## config.mk

```make
export PLATFORM = sky130hd
export DESIGN_NAME = oric_ram_sequencer
export DESIGN_NICKNAME = d
export VERILOG_FILES = /design/src/rtl/oric_mem_pkg.sv /design/src/rtl/oric_sync_fifo.sv /design/src/rtl/oric_ram_sequencer.sv
export SDC_FILE = /design/constraint.sdc
export NUM_CORES = 1
export LEC_CHECK = 0
export BUFFER_PORTS_ARGS = -buffer_cell sky130_fd_sc_hd__buf_4
export CAP_MARGIN = 20
export CORE_ASPECT_RATIO = 1.75
export CORE_UTILIZATION = 50
export DETAILED_ROUTE_END_ITERATION = 6
export PLACE_DENSITY_LB_ADDON = 0.08
export SLEW_MARGIN = 20
export SYNTH_ARGS = -nofsm -noshare
export SYNTH_HDL_FRONTEND = slang
export SYNTH_HIERARCHICAL = 1
export SYNTH_SLANG_ARGS = --single-unit
```

## constraint.sdc

```tcl
create_clock -name clk_sys -period 4.7 [get_ports clk_sys]
set_clock_uncertainty 0.05 [all_clocks]
set_input_delay 0.235 -clock clk_sys [delete_from_list [all_inputs] [get_ports clk_sys]]
set_output_delay 0.235 -clock clk_sys [all_outputs]
set_load 0.01 [all_outputs]
```

## src/rtl/oric_mem_pkg.sv

```systemverilog
// rtl/oric_mem_pkg.sv - shared types for the main-RAM port sequencer
package oric_mem_pkg;

    localparam int MAX_AW = 16;

    typedef enum logic [1:0] {
        SRC_NONE,
        SRC_CPU,
        SRC_TAPE,
        SRC_CLEAR
    } ram_src_e;

    typedef enum logic [0:0] {
        ST_IDLE,
        ST_CLEAR
    } seq_state_e;

    typedef struct packed {
        logic [MAX_AW-1:0] addr;
        logic [7:0]        data;
    } tape_wr_t;

endpackage

```

## src/rtl/oric_sync_fifo.sv

```systemverilog
// rtl/oric_sync_fifo.sv - show-ahead synchronous FIFO with registered full flag
module oric_sync_fifo #(
    parameter int WIDTH = 8,
    parameter int DEPTH = 4
) (
    input  logic             clk,
    input  logic             reset_n,
    input  logic             push,
    input  logic [WIDTH-1:0] din,
    input  logic             pop,
    output logic [WIDTH-1:0] dout,
    output logic             full,
    output logic             empty,
    output logic [$clog2(DEPTH+1)-1:0] count
);
    localparam int PW = $clog2(DEPTH);
    localparam int CW = $clog2(DEPTH+1);

    logic [WIDTH-1:0] mem [DEPTH];
    logic [PW-1:0]    wr_ptr_q, wr_ptr_d, rd_ptr_q, rd_ptr_d;
    logic [CW-1:0]    count_q, count_d;
    logic             full_q, full_d;
    logic             do_push, do_pop;

    // A push while full is accepted only when the same cycle frees a slot.
    always_comb begin
        do_pop   = pop && (count_q != '0);
        do_push  = push && ((count_q != CW'(DEPTH)) || do_pop);
        wr_ptr_d = wr_ptr_q + PW'(do_push);
        rd_ptr_d = rd_ptr_q + PW'(do_pop);
        count_d  = count_q + CW'(do_push) - CW'(do_pop);
        full_d   = (count_d == CW'(DEPTH));
    end

    always_ff @(posedge clk or negedge reset_n) begin
        if (!reset_n) begin
            wr_ptr_q <= '0;
            rd_ptr_q <= '0;
            count_q  <= '0;
            full_q   <= 1'b0;
        end else begin
            wr_ptr_q <= wr_ptr_d;
            rd_ptr_q <= rd_ptr_d;
            count_q  <= count_d;
            full_q   <= full_d;
        end
    end

    always_ff @(posedge clk) begin
        if (do_push) begin
            mem[wr_ptr_q] <= din;
        end
    end

    assign dout  = mem[rd_ptr_q];
    assign full  = full_q;
    assign empty = (count_q == '0);
    assign count = count_q;

endmodule

```

## src/rtl/oric_ram_sequencer.sv

```systemverilog
// rtl/oric_ram_sequencer.sv - shares the main RAM port between clear engine, CPU and tape loader
module oric_ram_sequencer
    import oric_mem_pkg::*;
#(
    parameter int         AW             = 16,
    parameter logic [7:0] CLEAR_VAL      = 8'h01,
    parameter int         FIFO_DEPTH     = 4,
    parameter bit         CLEAR_ON_RESET = 1'b1
) (
    input  logic          clk_sys,
    input  logic          reset_n,
    input  logic          clear_req,
    output logic          clear_busy,
    input  logic          cpu_cs,
    input  logic          cpu_we,
    input  logic [AW-1:0] cpu_ad,
    input  logic [7:0]    cpu_d,
    output logic [7:0]    cpu_q,
    output logic          cpu_q_valid,
    input  logic          tape_wr,
    input  logic [AW-1:0] tape_addr,
    input  logic [7:0]    tape_dout,
    output logic          tape_full,
    output logic          tape_ovf,
    output logic          ram_cs,
    output logic          ram_we,
    output logic [AW-1:0] ram_ad,
    output logic [7:0]    ram_d,
    input  logic [7:0]    ram_q
);
    localparam int CW = $clog2(FIFO_DEPTH+1);
    localparam int TW = $bits(tape_wr_t);

    seq_state_e    state_q, state_d;
    logic [AW-1:0] cnt_q, cnt_d;
    logic          start_q, start_d;
    logic          ram_cs_q, ram_cs_d, ram_we_q, ram_we_d;
    logic [AW-1:0] ram_ad_q, ram_ad_d;
    logic [7:0]    ram_d_q, ram_d_d;
    logic          rd1_q, rd1_d, rd2_q, rd2_d, q_valid_q, q_valid_d;
    logic [7:0]    cpu_q_q, cpu_q_d;
    logic          ovf_q, ovf_d;

    ram_src_e      src;
    logic          clear_active, pop, drop;
    logic [AW-1:0] clr_ad;
    tape_wr_t      tw_in, tw_head;
    logic [TW-1:0] fifo_dout;
    logic          fifo_full, fifo_empty;
    logic [CW-1:0] fifo_count;

    oric_sync_fifo #(.WIDTH(TW), .DEPTH(FIFO_DEPTH)) u_tape_fifo (
        .clk     (clk_sys),
        .reset_n (reset_n),
        .push    (tape_wr),
        .din     (tw_in),
        .pop     (pop),
        .dout    (fifo_dout),
        .full    (fifo_full),
        .empty   (fifo_empty),
        .count   (fifo_count)
    );

    always_comb begin
        tw_in      = '0;
        tw_in.addr = MAX_AW'(tape_addr);
        tw_in.data = tape_dout;
        tw_head    = tape_wr_t'(fifo_dout);

        // clear_req takes effect in its own cycle: the write it grants goes to address 0.
        clear_active = (state_q == ST_CLEAR) || clear_req;
        clr_ad       = clear_req ? '0 : cnt_q;

        if (clear_active)     src = SRC_CLEAR;
        else if (cpu_cs)      src = SRC_CPU;
        else if (!fifo_empty) src = SRC_TAPE;
        else                  src = SRC_NONE;

        pop  = (src == SRC_TAPE);
        drop = tape_wr && (fifo_count == CW'(FIFO_DEPTH)) && !pop;

        state_d = state_q;
        cnt_d   = cnt_q;
        start_d = 1'b0;
        if (start_q) begin
            state_d = ST_CLEAR;
            cnt_d   = '0;
        end
        if (clear_active) begin
            cnt_d   = clr_ad + AW'(1);
            state_d = (&clr_ad) ? ST_IDLE : ST_CLEAR;
        end

        ram_cs_d = 1'b0;
        ram_we_d = 1'b0;
        ram_ad_d = '0;
        ram_d_d  = '0;
        case (src)
            SRC_CLEAR: begin
                ram_cs_d = 1'b1;
                ram_we_d = 1'b1;
                ram_ad_d = clr_ad;
                ram_d_d  = CLEAR_VAL;
            end
            SRC_CPU: begin
                ram_cs_d = 1'b1;
                ram_we_d = cpu_we;
                ram_ad_d = cpu_ad;
                ram_d_d  = cpu_d;
            end
            SRC_TAPE: begin
                ram_cs_d = 1'b1;
                ram_we_d = 1'b1;
                ram_ad_d = tw_head.addr[AW-1:0];
                ram_d_d  = tw_head.data;
            end
            default: ;
        endcase

        rd1_d     = (src == SRC_CPU) && !cpu_we;
        rd2_d     = rd1_q;
        q_valid_d = rd2_q;
        cpu_q_d   = rd2_q ? ram_q : cpu_q_q;
        ovf_d     = clear_req ? 1'b0 : (ovf_q | drop);
    end

    always_ff @(posedge clk_sys or negedge reset_n) begin
        if (!reset_n) begin
            state_q   <= ST_IDLE;
            cnt_q     <= '0;
            start_q   <= CLEAR_ON_RESET;
            ram_cs_q  <= 1'b0;
            ram_we_q  <= 1'b0;
            ram_ad_q  <= '0;
            ram_d_q   <= '0;
            rd1_q     <= 1'b0;
            rd2_q     <= 1'b0;
            q_valid_q <= 1'b0;
            cpu_q_q   <= '0;
            ovf_q     <= 1'b0;
        end else begin
            state_q   <= state_d;
            cnt_q     <= cnt_d;
            start_q   <= start_d;
            ram_cs_q  <= ram_cs_d;
            ram_we_q  <= ram_we_d;
            ram_ad_q  <= ram_ad_d;
            ram_d_q   <= ram_d_d;
            rd1_q     <= rd1_d;
            rd2_q     <= rd2_d;
            q_valid_q <= q_valid_d;
            cpu_q_q   <= cpu_q_d;
            ovf_q     <= ovf_d;
        end
    end

    assign clear_busy  = (state_q == ST_CLEAR);
    assign cpu_q       = cpu_q_q;
    assign cpu_q_valid = q_valid_q;
    assign tape_full   = fifo_full;
    assign tape_ovf    = ovf_q;
    assign ram_cs      = ram_cs_q;
    assign ram_we      = ram_we_q;
    assign ram_ad      = ram_ad_q;
    assign ram_d       = ram_d_q;

endmodule
```

==> qor.yml <==
power:
  p_int_mw: 2.696
  ir_drop_uv: 278.8
  p_sw_share_pct: 25.88
  combPwrFrac_pct: 12.9
  p_seq_share_pct: 49.5
  clkPwrFrac_pct: 37.6
  switchingPower_uw: 941.4
  p_leak_nw: 3.453
  power.density_mw_per_mm2: 430.8
  totalPowerFinal_mw: 3.637
synth:
  ys_async_sr_fraction_pct: 40.00
  synth_edf_count: 96
  yosysSeqAreaShare_pct: 69.53
  syn_area_per_cell_um2: 16.67
  synth_cells: 387
  syn_nets: 455
  ys.flop_type: "edfxtp_1"
  ys_warn_count: 6
  netlist_area_mm2: 0.006451
  ys_ff_latch: 160
  ys_types: 53
setup_path:
  cp-start-kind: "flip-flop"
  slowest_delay_ns: 0.60
  critical_path_buf_inv_count: 2
  cpMaxStageDelayCell: "nor3_1"
  critPathMaxFanout: 26
  crit_type: "flip-flop to flip-flop"
  endpoint_kind: "flip-flop"
  cp_top_family: "simple AND/OR/NAND/NOR gates"
  cp.required_ns: 4.95
  crit_chain: "nor3_1, nor4_4, buf_4, nor4b_4, nand2b_1, ha_1, inv_1, ha_1, fa_1, xor2_1, mux2_2"
  cp_common_cell: "ha_1"
  cp.arrival_ns: 3.86
cts:
  clockBufferDepth: 2
  cts_root_buf: "clkbuf_16"
  cts_sinks: 160
  numCtsBuffers: 17
  clk_latency_ns: 0.42
  cts_resized: 0
  cts_tree: "yes"
  clk_pin_slew_ns: 0.07
  htreeDepth: 4
global_routing:
  grt.total_usage_pct: 22.03
  grt_max_degree: 65
  grt_first_pass_wirelength_um: 21740
  grt_pass1_vias: 4202
  antenna_found_initial: 0
  grt-ovfl-total: 0
drt:
  postRouteAntennaNets: 0
  drt-initial-drc-count: 237
  vias: 3932
  viasPerCell: 5.454
  drt_pass1_iterations: 5
  routed_wl_um: 13450
  wire_per_inst_um: 18.65
  remaining_drc_errors: 0
sta:
  period_needed_ns: 3.609
  slew_headroom_pct: 30.06
  worst_pin_slew_ns: 1.049
  setup_viol: 0
  hold_violations: 0
  clock.fmax_ghz: 0.2771
  rsz0062_at_grt: "false"
  fin_tns_setup_ns: 0
  finalMaxSlewViolations: 0
  min_period_over_period_pct: 76.79
final_layout:
  layout-drive-gt1-share_pct: 32.73
  diodes: 0
  finalNetCount: 608
  areaGrowthSynthToFinish_pct: 30.86
  fillers: 858
status:
  run_status: "completed"
floorplanning:
  die_w_um: 87.87
  fp.dieH_um: 152.3
  initial_core_util_pct: 51.61
  num_rows: 54
  pin_count: 100
  die-area_mm2: 0.01338
  core_mm2: 0.01250
worst_hold_path:
  min_path_type: "primary input to flip-flop"
placed_design:
  gp_congestion: 0.8038
  io_buffers: 99
  hpwl_um: 8454
flow_run:
  maxCapViolCount: 0
[cells in the mapped netlist, drive strengths merged (5+ instances only)]
library cell | number | area (um2)
a22o | 8 | 70.07
a222oi | 7 | 70.07
nor2b | 6 | 40.04
buf | 15 | 126.4
nand2 | 24 | 90.09
ha | 5 | 62.56
a31oi | 6 | 37.54
a22oi | 11 | 82.58
nor2 | 9 | 33.78
nand3 | 6 | 30.03
o21ai | 17 | 85.08
inv | 12 | 45.04
mux2 | 9 | 101.4
and2 | 5 | 31.28
edfxtp | 96 | 2883
mux2i | 5 | 50.05
and3 | 7 | 56.30
clkbuf | 7 | 26.28
dfrtp | 63 | 1577
mux4 | 24 | 555.5
[placed cells by master, fill, tap and decap left out, drive strengths merged, types with 7 or more instances in the layout]
| master | netlist | layout |
|---|---|---|
| mux2 | 9 | 9 |
| o21ai | 17 | 17 |
| nor2 | 9 | 9 |
| and3 | 7 | 7 |
| dlygate4sd3 | 0 | 50 |
| inv | 12 | 18 |
| a222oi | 7 | 7 |
| clkbuf | 7 | 17 |
| a22oi | 11 | 11 |
| a22o | 8 | 8 |
| dfrtp | 63 | 63 |
| nand2 | 24 | 24 |
| mux4 | 24 | 24 |
| buf | 15 | 106 |
| edfxtp | 96 | 96 |
[per-stage QoR]
| stage | utilization (%) | cell area, um2 | hold WS, ns | instances | setup WS (ns) |
|---|---|---|---|---|---|
| final | 67.54 | 8442 | 0.02080 | 721 | 1.091 |
| after global routing | 67.54 | 8442 | 0.01465 | 721 | 0.8905 |
| after CTS | 67.54 | 8442 | 0.004357 | 721 | 1.068 |
| after detailed placement | 58.73 | 7341 | 0.2935 | 639 | 1.089 |
| after global placement | 58.73 | 7341 | 0.2850 | 639 | 1.265 |
| after floorplan | - | 6451 | -0.1106 | 387 | 0.3805 |
[power by group through the flow]
stage | Combinational [mW] | Sequential (mW) | Clock (mW)
3_5_place_dp | 0.441 | 1.83 | 0
3_3_place_gp | 0.426 | 1.82 | 0
6_report | 0.468 | 1.80 | 1.37
2_1_floorplan | 0.253 | 1.81 | 0
4_1_cts | 0.477 | 1.80 | 1.39
5_1_grt | 0.508 | 1.82 | 1.45
[sequential cells by signal, indices dropped and copies added, names as in the netlist]
| name | count |
|---|---|
| u_tape_fifo/full | 1 |
| ram_cs | 1 |
| u_tape_fifo/rd_ptr_q | 2 |
| ram_d | 8 |
| ram_we | 1 |
| u_tape_fifo/wr_ptr_q | 2 |
| u_tape_fifo/mem | 96 |
| clear_busy | 1 |
| q_valid_d | 1 |
| cpu_q_valid | 1 |
| cnt_q | 16 |
| start_q | 1 |
| rd1_q | 1 |
| ram_ad | 16 |
| cpu_q | 8 |
| u_tape_fifo/count | 3 |
| tape_ovf | 1 |
[cells by family after synthesis]
logic type,Yosys count,share of synthesized area (%)
muxes,38,10.96
adders and majority gates,6,1.280
DFF,160,69.53
and+or+nand+nor,84,7.971
xor gates and xnor gates,5,0.6789
other,1,0.05813
buffers and inverters,34,3.064
AOI/OAI and AO/OA,59,6.459
[final cells by class]
class                   instances  area, um2  share of cell area [%]
repair buffers                156       1296                   15.35
clock inverters                15      175.2                   2.075
inverters                      12      45.04                  0.5336
multi-input cells             193       1804                   21.37
flip-flops and latches        160       4486                   53.13
well taps                     168      210.2                   2.490
clock buffers                  17      425.4                   5.039
[worst min-delay path, stage by stage]
cell and delay (ns):
buf_4 0.08, a222oi_1 0.08, inv_1 0.06
[per-layer routing]
layer | routed length (um) | track usage [%] | share of wire (%)
met1 | 5186 | 25.49 | 39
met2 | 7417 | 38.58 | 55
met4 | 267 | 8.587 | 2.0
met3 | 577 | 5.146 | 4.3
met5 | 0 | 0 | 0
[timing repair]
| action | 4_1_cts | 5_1_grt |
|---|---|---|
| buffers inserted | 0 | 0 |
| endpoints found under the hold margin | 185 | 0 |
| hold buffers | 50 | 0 |
[worst paths after layout]
| check | from | endpoint | slack, ns | depth (start not counted) |
|---|---|---|---|---|
| worst max-delay path | u_tape_fifo/count[1]$_DFF_PN0_ | u_tape_fifo/full$_DFF_PN0_ | 1.09 | 11 |
| worst min-delay path | cpu_ad[1] | ram_ad[1]$_DFF_PN0_ | 0.02 | 3 |
| worst max register to register | u_tape_fifo/count[1]$_DFF_PN0_ | u_tape_fifo/full$_DFF_PN0_ | 1.09 | 11 |
| worst min register to register | rd1_q$_DFF_PN0_ | q_valid_d$_DFF_PN0_ | 0.30 | 0 |
| max in group asynchronous | reset_n | cnt_q[2]$_DFFE_PN0P_ | 3.64 | 2 |
| min in group asynchronous | reset_n | cpu_q[3]$_DFFE_PN0P_ | 0.40 | 2 |
Note: power is estimated with default switching activity, not from simulation.
